$ cat src/rtl/pixel_readout.sv
// ----------------------------------------------------------------------------
// pixel_readout
//
// Readout stage behind the camera controller. Each rising edge of the ADC
// strobe, while idle, selects a row from the active-low row enables, waits
// ADC_LATENCY cycles for the column converters, samples both column results
// and queues them as two FIFO entries (column 0 first). The FIFO head is
// presented show-ahead on a valid/ready stream. Completed frames (row 1
// pairs) are counted, and bad row selects and dropped pairs are flagged.
//
// Optional feature macro: PIXEL_READOUT_TAG_EN
//   defined     : Data_out is W+2 bits, {row, col, pixel}
//   not defined : Data_out is W bits, pixel only
//
// Parameters:
//   W            ADC sample width
//   DEPTH        FIFO depth in pixel entries (power of two, >= 2)
//   ADC_LATENCY  cycles from registered ADC rise to valid column data (0..15)
//
// Ports:
//   Clk          clock, rising edge
//   Reset        synchronous active-high reset
//   NRE_1/NRE_2  row 0 / row 1 read enables, active low
//   ADC          conversion strobe (level)
//   Col0_data    column 0 ADC result
//   Col1_data    column 1 ADC result
//   Data_out     FIFO head pixel (optionally tagged)
//   Data_valid   FIFO not empty
//   Data_ready   sink accepts Data_out when Data_valid is high
//   Frame_done   one-cycle pulse when a row 1 pair has been pushed
//   Frame_count  completed frames, wraps at 256
//   Row_err      one-cycle pulse on a rise with a bad row select
//   Overflow     sticky, set when a pair is dropped for lack of space
// ----------------------------------------------------------------------------
module pixel_readout #(
    parameter int W           = 8,
    parameter int DEPTH       = 8,
    parameter int ADC_LATENCY = 2
) (
    input  logic         Clk,
    input  logic         Reset,
    input  logic         NRE_1,
    input  logic         NRE_2,
    input  logic         ADC,
    input  logic [W-1:0] Col0_data,
    input  logic [W-1:0] Col1_data,
`ifdef PIXEL_READOUT_TAG_EN
    output logic [W+1:0] Data_out,
`else
    output logic [W-1:0] Data_out,
`endif
    output logic         Data_valid,
    input  logic         Data_ready,
    output logic         Frame_done,
    output logic [7:0]   Frame_count,
    output logic         Row_err,
    output logic         Overflow
);

`ifdef PIXEL_READOUT_TAG_EN
    localparam int DW = W + 2;
`else
    localparam int DW = W;
`endif
    localparam int PW = $clog2(DEPTH);
    localparam int CW = PW + 1;

    typedef enum logic [1:0] {
        ST_IDLE  = 2'd0,
        ST_WAIT  = 2'd1,
        ST_PUSH0 = 2'd2,
        ST_PUSH1 = 2'd3
    } state_t;

    // Capture FSM state
    state_t         state_q, state_d;
    logic           adc_q, adc_prev_q;
    logic           row_q, row_d;
    logic [3:0]     lat_q, lat_d;
    logic [W-1:0]   col0_q, col0_d;
    logic [W-1:0]   col1_q, col1_d;

    // FIFO state
    logic [DW-1:0]  mem_q [DEPTH];
    logic [PW-1:0]  wr_ptr_q, wr_ptr_d;
    logic [PW-1:0]  rd_ptr_q, rd_ptr_d;
    logic [CW-1:0]  count_q, count_d;

    // Registered outputs
    logic [DW-1:0]  data_out_q, data_out_d;
    logic           data_valid_q, data_valid_d;
    logic           frame_done_q, frame_done_d;
    logic [7:0]     frame_count_q, frame_count_d;
    logic           row_err_q, row_err_d;
    logic           overflow_q, overflow_d;

    // Combinational helpers
    logic           rise_s;
    logic           row_ok_s;
    logic           push_s;
    logic           pop_s;
    logic [DW-1:0]  wdata_s;

    assign rise_s   = adc_q & ~adc_prev_q;
    // Exactly one enable low selects a row; NRE_1 high means row 1 is selected.
    assign row_ok_s = NRE_1 ^ NRE_2;
    assign pop_s    = data_valid_q & Data_ready;

    // Capture FSM next-state and FIFO write request
    always_comb begin
        state_d       = state_q;
        row_d         = row_q;
        lat_d         = lat_q;
        col0_d        = col0_q;
        col1_d        = col1_q;
        push_s        = 1'b0;
        wdata_s       = {DW{1'b0}};
        row_err_d     = 1'b0;
        frame_done_d  = 1'b0;
        frame_count_d = frame_count_q;
        overflow_d    = overflow_q;
        case (state_q)
            ST_IDLE: begin
                if (rise_s) begin
                    if (row_ok_s) begin
                        row_d   = NRE_1;
                        lat_d   = 4'(ADC_LATENCY);
                        state_d = ST_WAIT;
                    end else begin
                        row_err_d = 1'b1;
                    end
                end else begin
                    state_d = ST_IDLE;
                end
            end
            ST_WAIT: begin
                if (lat_q == 4'd0) begin
                    col0_d = Col0_data;
                    col1_d = Col1_data;
                    // Both entries must fit now; later pops only add space.
                    if (count_q <= CW'(DEPTH - 2)) begin
                        state_d = ST_PUSH0;
                    end else begin
                        overflow_d = 1'b1;
                        state_d    = ST_IDLE;
                    end
                end else begin
                    lat_d = lat_q - 4'd1;
                end
            end
            ST_PUSH0: begin
                push_s  = 1'b1;
`ifdef PIXEL_READOUT_TAG_EN
                wdata_s = {row_q, 1'b0, col0_q};
`else
                wdata_s = col0_q;
`endif
                state_d = ST_PUSH1;
            end
            ST_PUSH1: begin
                push_s  = 1'b1;
`ifdef PIXEL_READOUT_TAG_EN
                wdata_s = {row_q, 1'b1, col1_q};
`else
                wdata_s = col1_q;
`endif
                if (row_q) begin
                    frame_done_d  = 1'b1;
                    frame_count_d = frame_count_q + 8'd1;
                end else begin
                    frame_done_d  = 1'b0;
                end
                state_d = ST_IDLE;
            end
            default: begin
                state_d = ST_IDLE;
            end
        endcase
    end

    // FIFO pointer/occupancy update and show-ahead head selection
    always_comb begin
        wr_ptr_d     = wr_ptr_q;
        rd_ptr_d     = rd_ptr_q;
        count_d      = count_q;
        data_out_d   = data_out_q;
        data_valid_d = 1'b0;
        if (push_s) begin
            wr_ptr_d = wr_ptr_q + PW'(1);
        end else begin
            wr_ptr_d = wr_ptr_q;
        end
        if (pop_s) begin
            rd_ptr_d = rd_ptr_q + PW'(1);
        end else begin
            rd_ptr_d = rd_ptr_q;
        end
        case ({push_s, pop_s})
            2'b10:   count_d = count_q + CW'(1);
            2'b01:   count_d = count_q - CW'(1);
            default: count_d = count_q;
        endcase
        // The next head may be the entry being written this cycle (FIFO
        // becoming non-empty), so bypass the write data in that case.
        if (count_d == CW'(0)) begin
            data_out_d = data_out_q;
        end else if (push_s && (wr_ptr_q == rd_ptr_d)) begin
            data_out_d = wdata_s;
        end else begin
            data_out_d = mem_q[rd_ptr_d];
        end
        data_valid_d = (count_d != CW'(0));
    end

    // State, counters, flags and output registers
    always_ff @(posedge Clk) begin
        if (Reset) begin
            state_q       <= ST_IDLE;
            adc_q         <= 1'b0;
            adc_prev_q    <= 1'b0;
            row_q         <= 1'b0;
            lat_q         <= 4'd0;
            col0_q        <= {W{1'b0}};
            col1_q        <= {W{1'b0}};
            wr_ptr_q      <= {PW{1'b0}};
            rd_ptr_q      <= {PW{1'b0}};
            count_q       <= {CW{1'b0}};
            data_out_q    <= {DW{1'b0}};
            data_valid_q  <= 1'b0;
            frame_done_q  <= 1'b0;
            frame_count_q <= 8'd0;
            row_err_q     <= 1'b0;
            overflow_q    <= 1'b0;
        end else begin
            state_q       <= state_d;
            adc_q         <= ADC;
            adc_prev_q    <= adc_q;
            row_q         <= row_d;
            lat_q         <= lat_d;
            col0_q        <= col0_d;
            col1_q        <= col1_d;
            wr_ptr_q      <= wr_ptr_d;
            rd_ptr_q      <= rd_ptr_d;
            count_q       <= count_d;
            data_out_q    <= data_out_d;
            data_valid_q  <= data_valid_d;
            frame_done_q  <= frame_done_d;
            frame_count_q <= frame_count_d;
            row_err_q     <= row_err_d;
            overflow_q    <= overflow_d;
        end
    end

    // FIFO storage; contents need no reset since the pointers define validity
    always_ff @(posedge Clk) begin
        if (push_s && !Reset) begin
            mem_q[wr_ptr_q] <= wdata_s;
        end
    end

    assign Data_out    = data_out_q;
    assign Data_valid  = data_valid_q;
    assign Frame_done  = frame_done_q;
    assign Frame_count = frame_count_q;
    assign Row_err     = row_err_q;
    assign Overflow    = overflow_q;

endmodule

$ cat config.mk
export PLATFORM = sky130hd
export DESIGN_NAME = pixel_readout
export DESIGN_NICKNAME = d
export VERILOG_FILES = /design/src/rtl/pixel_readout.sv
export SDC_FILE = /design/constraint.sdc
export NUM_CORES = 1
export LEC_CHECK = 0
export CAP_MARGIN = 20
export CORE_MARGIN = 2
export CORE_UTILIZATION = 49
export DETAILED_ROUTE_END_ITERATION = 6
export PLACE_DENSITY = 0.77
export SYNTH_ARGS = -nofsm -noshare
export SYNTH_HDL_FRONTEND = slang
export SYNTH_SLANG_ARGS = --single-unit
export TNS_END_PERCENT = 5
$ cat constraint.sdc
create_clock -name Clk -period 3.12 [get_ports Clk]
set_input_delay 0.312 -clock Clk [delete_from_list [all_inputs] [get_ports Clk]]
set_output_delay 0.312 -clock Clk [all_outputs]
set_load 0.02 [all_outputs]
### Yosys cells after proc, flatten, opt, wreduce, memory -nomap -nowiden

Memory sizes are Yosys's and may differ from the RTL's. A register that Yosys moved wholly into a read port is not among the register bits.
Cells that the tools add are included.

| word-level totals | value |
|---|---|
| memories | 1 |
| register bits after elaboration | 47 |
| logic and storage cells | 75 |
| bits in writable memories | 64 |
| bits of input ports | 22 |
| output and inout port bits | 20 |

| operators by class | value |
|---|---|
| equal/unequal tests | 10 |
| magnitude comparators | 1 |
| bitwise operators | 8 |
| add/subtract/negate cells | 6 |
| muxes and demuxes | 17 |
| reductions and logical operators | 17 |

Memory list:

| memory | depth | bits a word | rd ports | clocked after Yosys merged registers in | wr ports | line | source |
|---|---|---|---|---|---|---|---|
| mem_q | 8 | 8 | 1 | 1 | 1 | 84 | `logic [DW-1:0] mem_q [DEPTH];` |

Operators by type and width:

| operator | count |
|---|---|
| $pmux W4 S2 | 2 |
| $pmux W8 S2 | 1 |
| $mux W4 | 3 |
| $add A8 B1 Y8 const B | 1 |
| $logic_not A4 Y1 | 2 |
| $mux W2 | 4 |
| $ne A2 B2 Y1 const B | 4 |
| $pmux W2 S4 | 1 |
| $sub A4 B1 Y4 const B | 2 |
| $add A3 B1 Y3 const B | 2 |
| $eq A2 B2 Y1 const B | 3 |
| $reduce_and A2 Y1 | 3 |
| $reduce_and A3 Y1 | 2 |
| $mux W1 | 5 |
| $not A1 Y1 | 5 |
| $add A4 B1 Y4 const B | 1 |
| $eq A2 B1 Y1 const B | 2 |
| $le A4 B3 Y1 const B | 1 |
| $reduce_and A4 Y1 | 1 |
| $reduce_bool A4 Y1 | 1 |
| $reduce_or A2 Y1 | 2 |
| $mux W3 | 1 |
| $ne A3 B3 Y1 const B | 1 |
| $reduce_or A3 Y1 | 1 |
| other kinds (6) | 8 |

### Logic depth before layout (Yosys ltp)

| logic depth | value |
|---|---|
| depth after elaboration | 7 |
| gate-level depth with buffers | 13 |
| mapped depth without buffers | 11 |

### Worst setup path after synthesis

OpenSTA, ideal clock, no wires.

| path | value |
|---|---|
| kind | register to register |
| start point | register data_valid_q (netlist: Data_valid) |
| end point | register data_out_q[0] (netlist: Data_out[0]) (read register of mem_q) |
| period minus slack after synthesis | 2.861 ns |
| stages on the path, launching flop included | 12 |
| slack | 0.259 ns |
| arrival | 2.736 ns |
| path buffers | 2 |
| path through | dfxtp_1 nand2_2 inv_2 buf_4 ha_1 or4b_4 o2111ai_2 o211ai_4 nor4_4 or3_1 buf_6 o221ai_2 |

| on the way | value |
|---|---|
| cells in the longest elaborated chain, start to end | 5 |

RTL lines:

| element | line | source |
|---|---|---|
| start, declared | 91 | `logic data_valid_q, data_valid_d;` |
| start signal, assigned | 246 | `data_valid_q <= data_valid_d;` |
| $and A1 B1 Y1 (*) | 107 | `assign pop_s = data_valid_q & Data_ready;` |
| $eq A2 B1 Y1 / $eq A2 B2 Y1 (equally long branches) | 198 | `case ({push_s, pop_s})` |
| $pmux W4 S2 | 198 |  |
| $logic_not A4 Y1 | 205 | `if (count_d == CW'(0)) begin` |
| $logic_not A1 Y1 (no source line) | -- |  |
| end, declared | 90 | `logic [DW-1:0] data_out_q, data_out_d;` |

Every way passes the cells marked *; elsewhere a longest branch is shown, timed or not.
A chain may end at the register's enable or synchronous reset.

### Worst setup path in the final report

| path | value |
|---|---|
| start point | register data_valid_q (netlist: Data_valid) |
| end point | register data_out_q[6] (netlist: Data_out[6]) (read register of mem_q) |

The elaborated chain is that of the path after synthesis.

==> impl_metrics.csv <==
group,metric,value,unit
outcome,status,"finished clean",
sta,max_freq,0.354,GHz
worst_setup_path,path_delay_family,"simple AND/OR/NAND/NOR gates",
global_route,antenna_found_initial,0,
sta,whs,0.245,ns
layout,fin_nets,553,
job,cap_violations,0,
logic_synthesis,synthCells,473,
worst_setup_path,path_buf_inv,1,
layout,layout-drive-gt1-share,15.1,%
min_path,whs_path_depth,2,
clock_tree,max-clock-path-buffers,2,
layout,n_antenna_cell,0,
worst_setup_path,cp_cell_sequence,"nand2_2, inv_2, ha_1, or4b_4, a211oi_1, a21o_2, nor4_4, or3_1, o221ai_2",
clock_tree,post_cts_buffers,0,
worst_setup_path,startpoint,"Data_valid$_SDFF_PP0_",
logic_synthesis,synthTopCellsByArea,"edfxtp_1, dfxtp_1, nand2_1",
logic_synthesis,yosysTopAreaCell,"edfxtp_1",
sta,tns,0,ns
detailed_routing,wire_per_inst,17.9,um
die,ios,42,
sta,fin_crit_sh,90.5,%
place,dp_hpwl,8.10,mm
place,gp_congestion,0.892,
min_path,hold_path_startpoint,"Reset",
sta,setup_viol,0,
logic_synthesis,synth_edf_count,64,
power,ir_drop,423,uV
clock_tree,insertion_delay,0.52,ns
die,die_width,109,um
power,pwr_density_cell,709,mW/mm^2
clock_tree,htree_num_levels,4,
die,die_h,109,um
logic_synthesis,synth-seq-cells,119,
worst_setup_path,path_class,"flip-flop to flip-flop",
layout,post-route-util,60.7,%
clock_tree,cts_root_buffer,"clkbuf_8",
worst_setup_path,worst_ep_arrival_time,3.26,ns
sta,drv_slew,0,
clock_tree,cts_resized,0,
clock_tree,clkTransAtPathRegs,0.06,ns
clock_tree,numClockSinks,119,
detailed_routing,drc,0,
logic_synthesis,synthesis.area,0.00542,mm^2
worst_setup_path,r2r_setup_slack,0.30,ns
clock_tree,holdBufCountCts,0,
worst_setup_path,path_max_fanout,8,
sta,relSlewSlack,41.0,%
sta,fin_crit,2.82,ns
worst_setup_path,critPathLaunchType,"flip-flop",
logic_synthesis,synthesis.nets,503,
worst_setup_path,worst_path_max_delay_cell,"or4b_4",
logic_synthesis,avgSynthCellArea,11.4,um^2
layout,fillCellCount,803,
global_route,grt_max_degree,36,
layout,syn_to_final_growth,21.1,%
worst_setup_path,worstRegToRegCells,9,
detailed_routing,vias_per_cell,5.72,
die,coreArea,0.0108,mm^2
detailed_routing,drt-initial-drc-count,265,
logic_synthesis,yosysUniqueCellTypes,57,
worst_setup_path,slowest_delay,0.53,ns
worst_setup_path,r2r-start,"Data_valid$_SDFF_PP0_",
clock_tree,numCtsBuffers,17,
logic_synthesis,synth-main-ff-cell,"edfxtp_1",
logic_synthesis,synthDominantCellAreaShare,35.5,%
die,fp.dieArea,0.0119,mm^2
power,p_total,0.00465,W
logic_synthesis,ys_seq_area_share,55.8,%
min_path,min_to,"count_q[3]$_SDFF_PP0_",
sta,hold_viol_final,0,
global_route,grt_pass1_vias,3940,
worst_setup_path,setup.worst_path.end_class,"flip-flop",
sta,rsz0062_at_grt,"false",
detailed_routing,ant_nets,0,
sta,worst_pin_slew,0.882,ns
global_route,grt_pass1_wl,19.5,mm
worst_setup_path,worstReg2RegEnd,"Data_out[6]$_SDFFE_PP0P_",
place,io_buffer_count,41,
sta,fin_worst_skew,0.0109,ns
die,initial_core_util,50.2,%
clock_tree,cts_tree,"built",
logic_synthesis,synthArstFlopShare,0,%
die,num_rows,38,
detailed_routing,vias,3868,
global_route,grt_use_total,22.1,%
global_route,grt-ovfl-total,0,
detailed_routing,drt-total-wl,12.1,mm
min_path,hold_class,"input pin to flip-flop",
logic_synthesis,yosysWarnings,0,
detailed_routing,drt_pre_antenna_iters,5,
worst_setup_path,cp_data_required_time,3.55,ns
power,leakagePower,2.22,nW
==> layer usage <==
layer	vias to the layer above	part of all wire, %	GRT usage [%]	wire [um]
li1	1836	-	-	-
met1	1873	42	27.0	5130
met2	143	49	36.2	5920
met3	16	6.6	6.46	805
met4	0	2.1	9.71	252
met5	-	0	0	0
==> cell type report <==
class / instances / area (um^2) / share of cell area, %
clock buffer: 17 / 414 / 6.32
clock inverter: 15 / 131 / 2.00
inverter: 10 / 37.5 / 0.573
multi-input combinational: 315 / 2230 / 34.0
sequential: 119 / 3020 / 46.1
tap: 140 / 175 / 2.67
timing repair buffer: 60 / 548 / 8.36
==> power breakdown <==
group	switching, W	internal [W]	leakage (nW)
Clock	0.000719	0.00106	0.263
Sequential	0.0000948	0.00174	1.00
Combinational	0.000578	0.000463	0.954
Total	0.00139	0.00326	2.22
==> flip-flops by register name, summed over array words and instances, names as in the netlist, 3 cells and up, named ones only <==
| name | count |
|---|---|
| lat_q | 4 |
| Frame_count | 8 |
| rd_ptr_q | 3 |
| Data_out | 8 |
| col1_q | 8 |
| col0_q | 8 |
| wr_ptr_q | 3 |
| mem_q | 64 |
| count_q | 4 |
==> worst reg2reg max path, stage by stage, from the launching register on <==
cell and delay [ns]:
dfxtp_1 0.38, nand2_2 0.08, inv_2 0.11, ha_1 0.32, or4b_4 0.53, a211oi_1 0.29, a21o_2 0.17, nor4_4 0.05
or3_1 0.53, o221ai_2 0.27
==> synth_stat cells, types with 7 or more instances <==
cell type,n
a211oi_1,14
a21oi_1,26
a2bb2oi_1,7
clkbuf_1,20
dfxtp_1,55
edfxtp_1,64
ha_1,8
inv_1,7
mux2i_1,16
mux4_2,8
nand2_1,63
nand2b_1,7
nand3_1,10
nand3b_1,19
nor2_1,47
o21ai_0,8
o221ai_2,8
xnor2_1,7
xor2_1,13
==> worst max-delay path by stage <==
stage,end,slack (ns),cells past startpoint
after floorplan,Data_out[0]$_SDFFE_PP0P_,0.26,11
after global placement,Data_out[4]$_SDFFE_PP0P_,0.06,10
after detailed placement,Data_out[6]$_SDFFE_PP0P_,-0.13,10
after CTS,Data_out[6]$_SDFFE_PP0P_,0.30,9
after global routing,Data_out[6]$_SDFFE_PP0P_,0.11,9
final,Data_out[6]$_SDFFE_PP0P_,0.30,9
==> stage by stage <==
stage	setup slack [ns]	instances	area, um^2
6_report	0.296	676	6560
3_5_place_dp	-0.126	644	6010
2_1_floorplan	0.259	473	5420
3_3_place_gp	0.0630	644	6010
4_1_cts	0.296	676	6560
5_1_grt	0.114	676	6560
==> cell families after synthesis <==
logic type	after synthesis	synth area share, %
simple gates	171	15.5
buf+inv	39	3.05
xor+xnor	23	4.46
mux	25	6.70
compound gates	88	12.6
fa+ha+maj	8	1.85
flops	119	55.8
==> layout by cell type (no fill, tap or decap), types with 5 or more instances in the layout <==
cell type	netlist	routed
xor2_1	13	13
a21oi_1	26	26
o21ai_0	8	8
edfxtp_1	64	64
a211oi_1	14	14
nand2_1	63	63
o221ai_2	8	8
nand3b_1	19	19
clkdlybuf4s50_1	0	40
mux4_2	8	8
nor2_1	47	47
dfxtp_1	55	55
xnor2_1	7	7
nand2b_1	7	7
nor2b_1	6	6
clkbuf_16	0	16
ha_1	8	8
buf_4	2	19
nand3_1	10	10
mux2i_1	16	16
o32ai_1	5	5
a2bb2oi_1	7	7
inv_1	7	7
a211o_1	5	5
(Power assumes the default switching activity.)
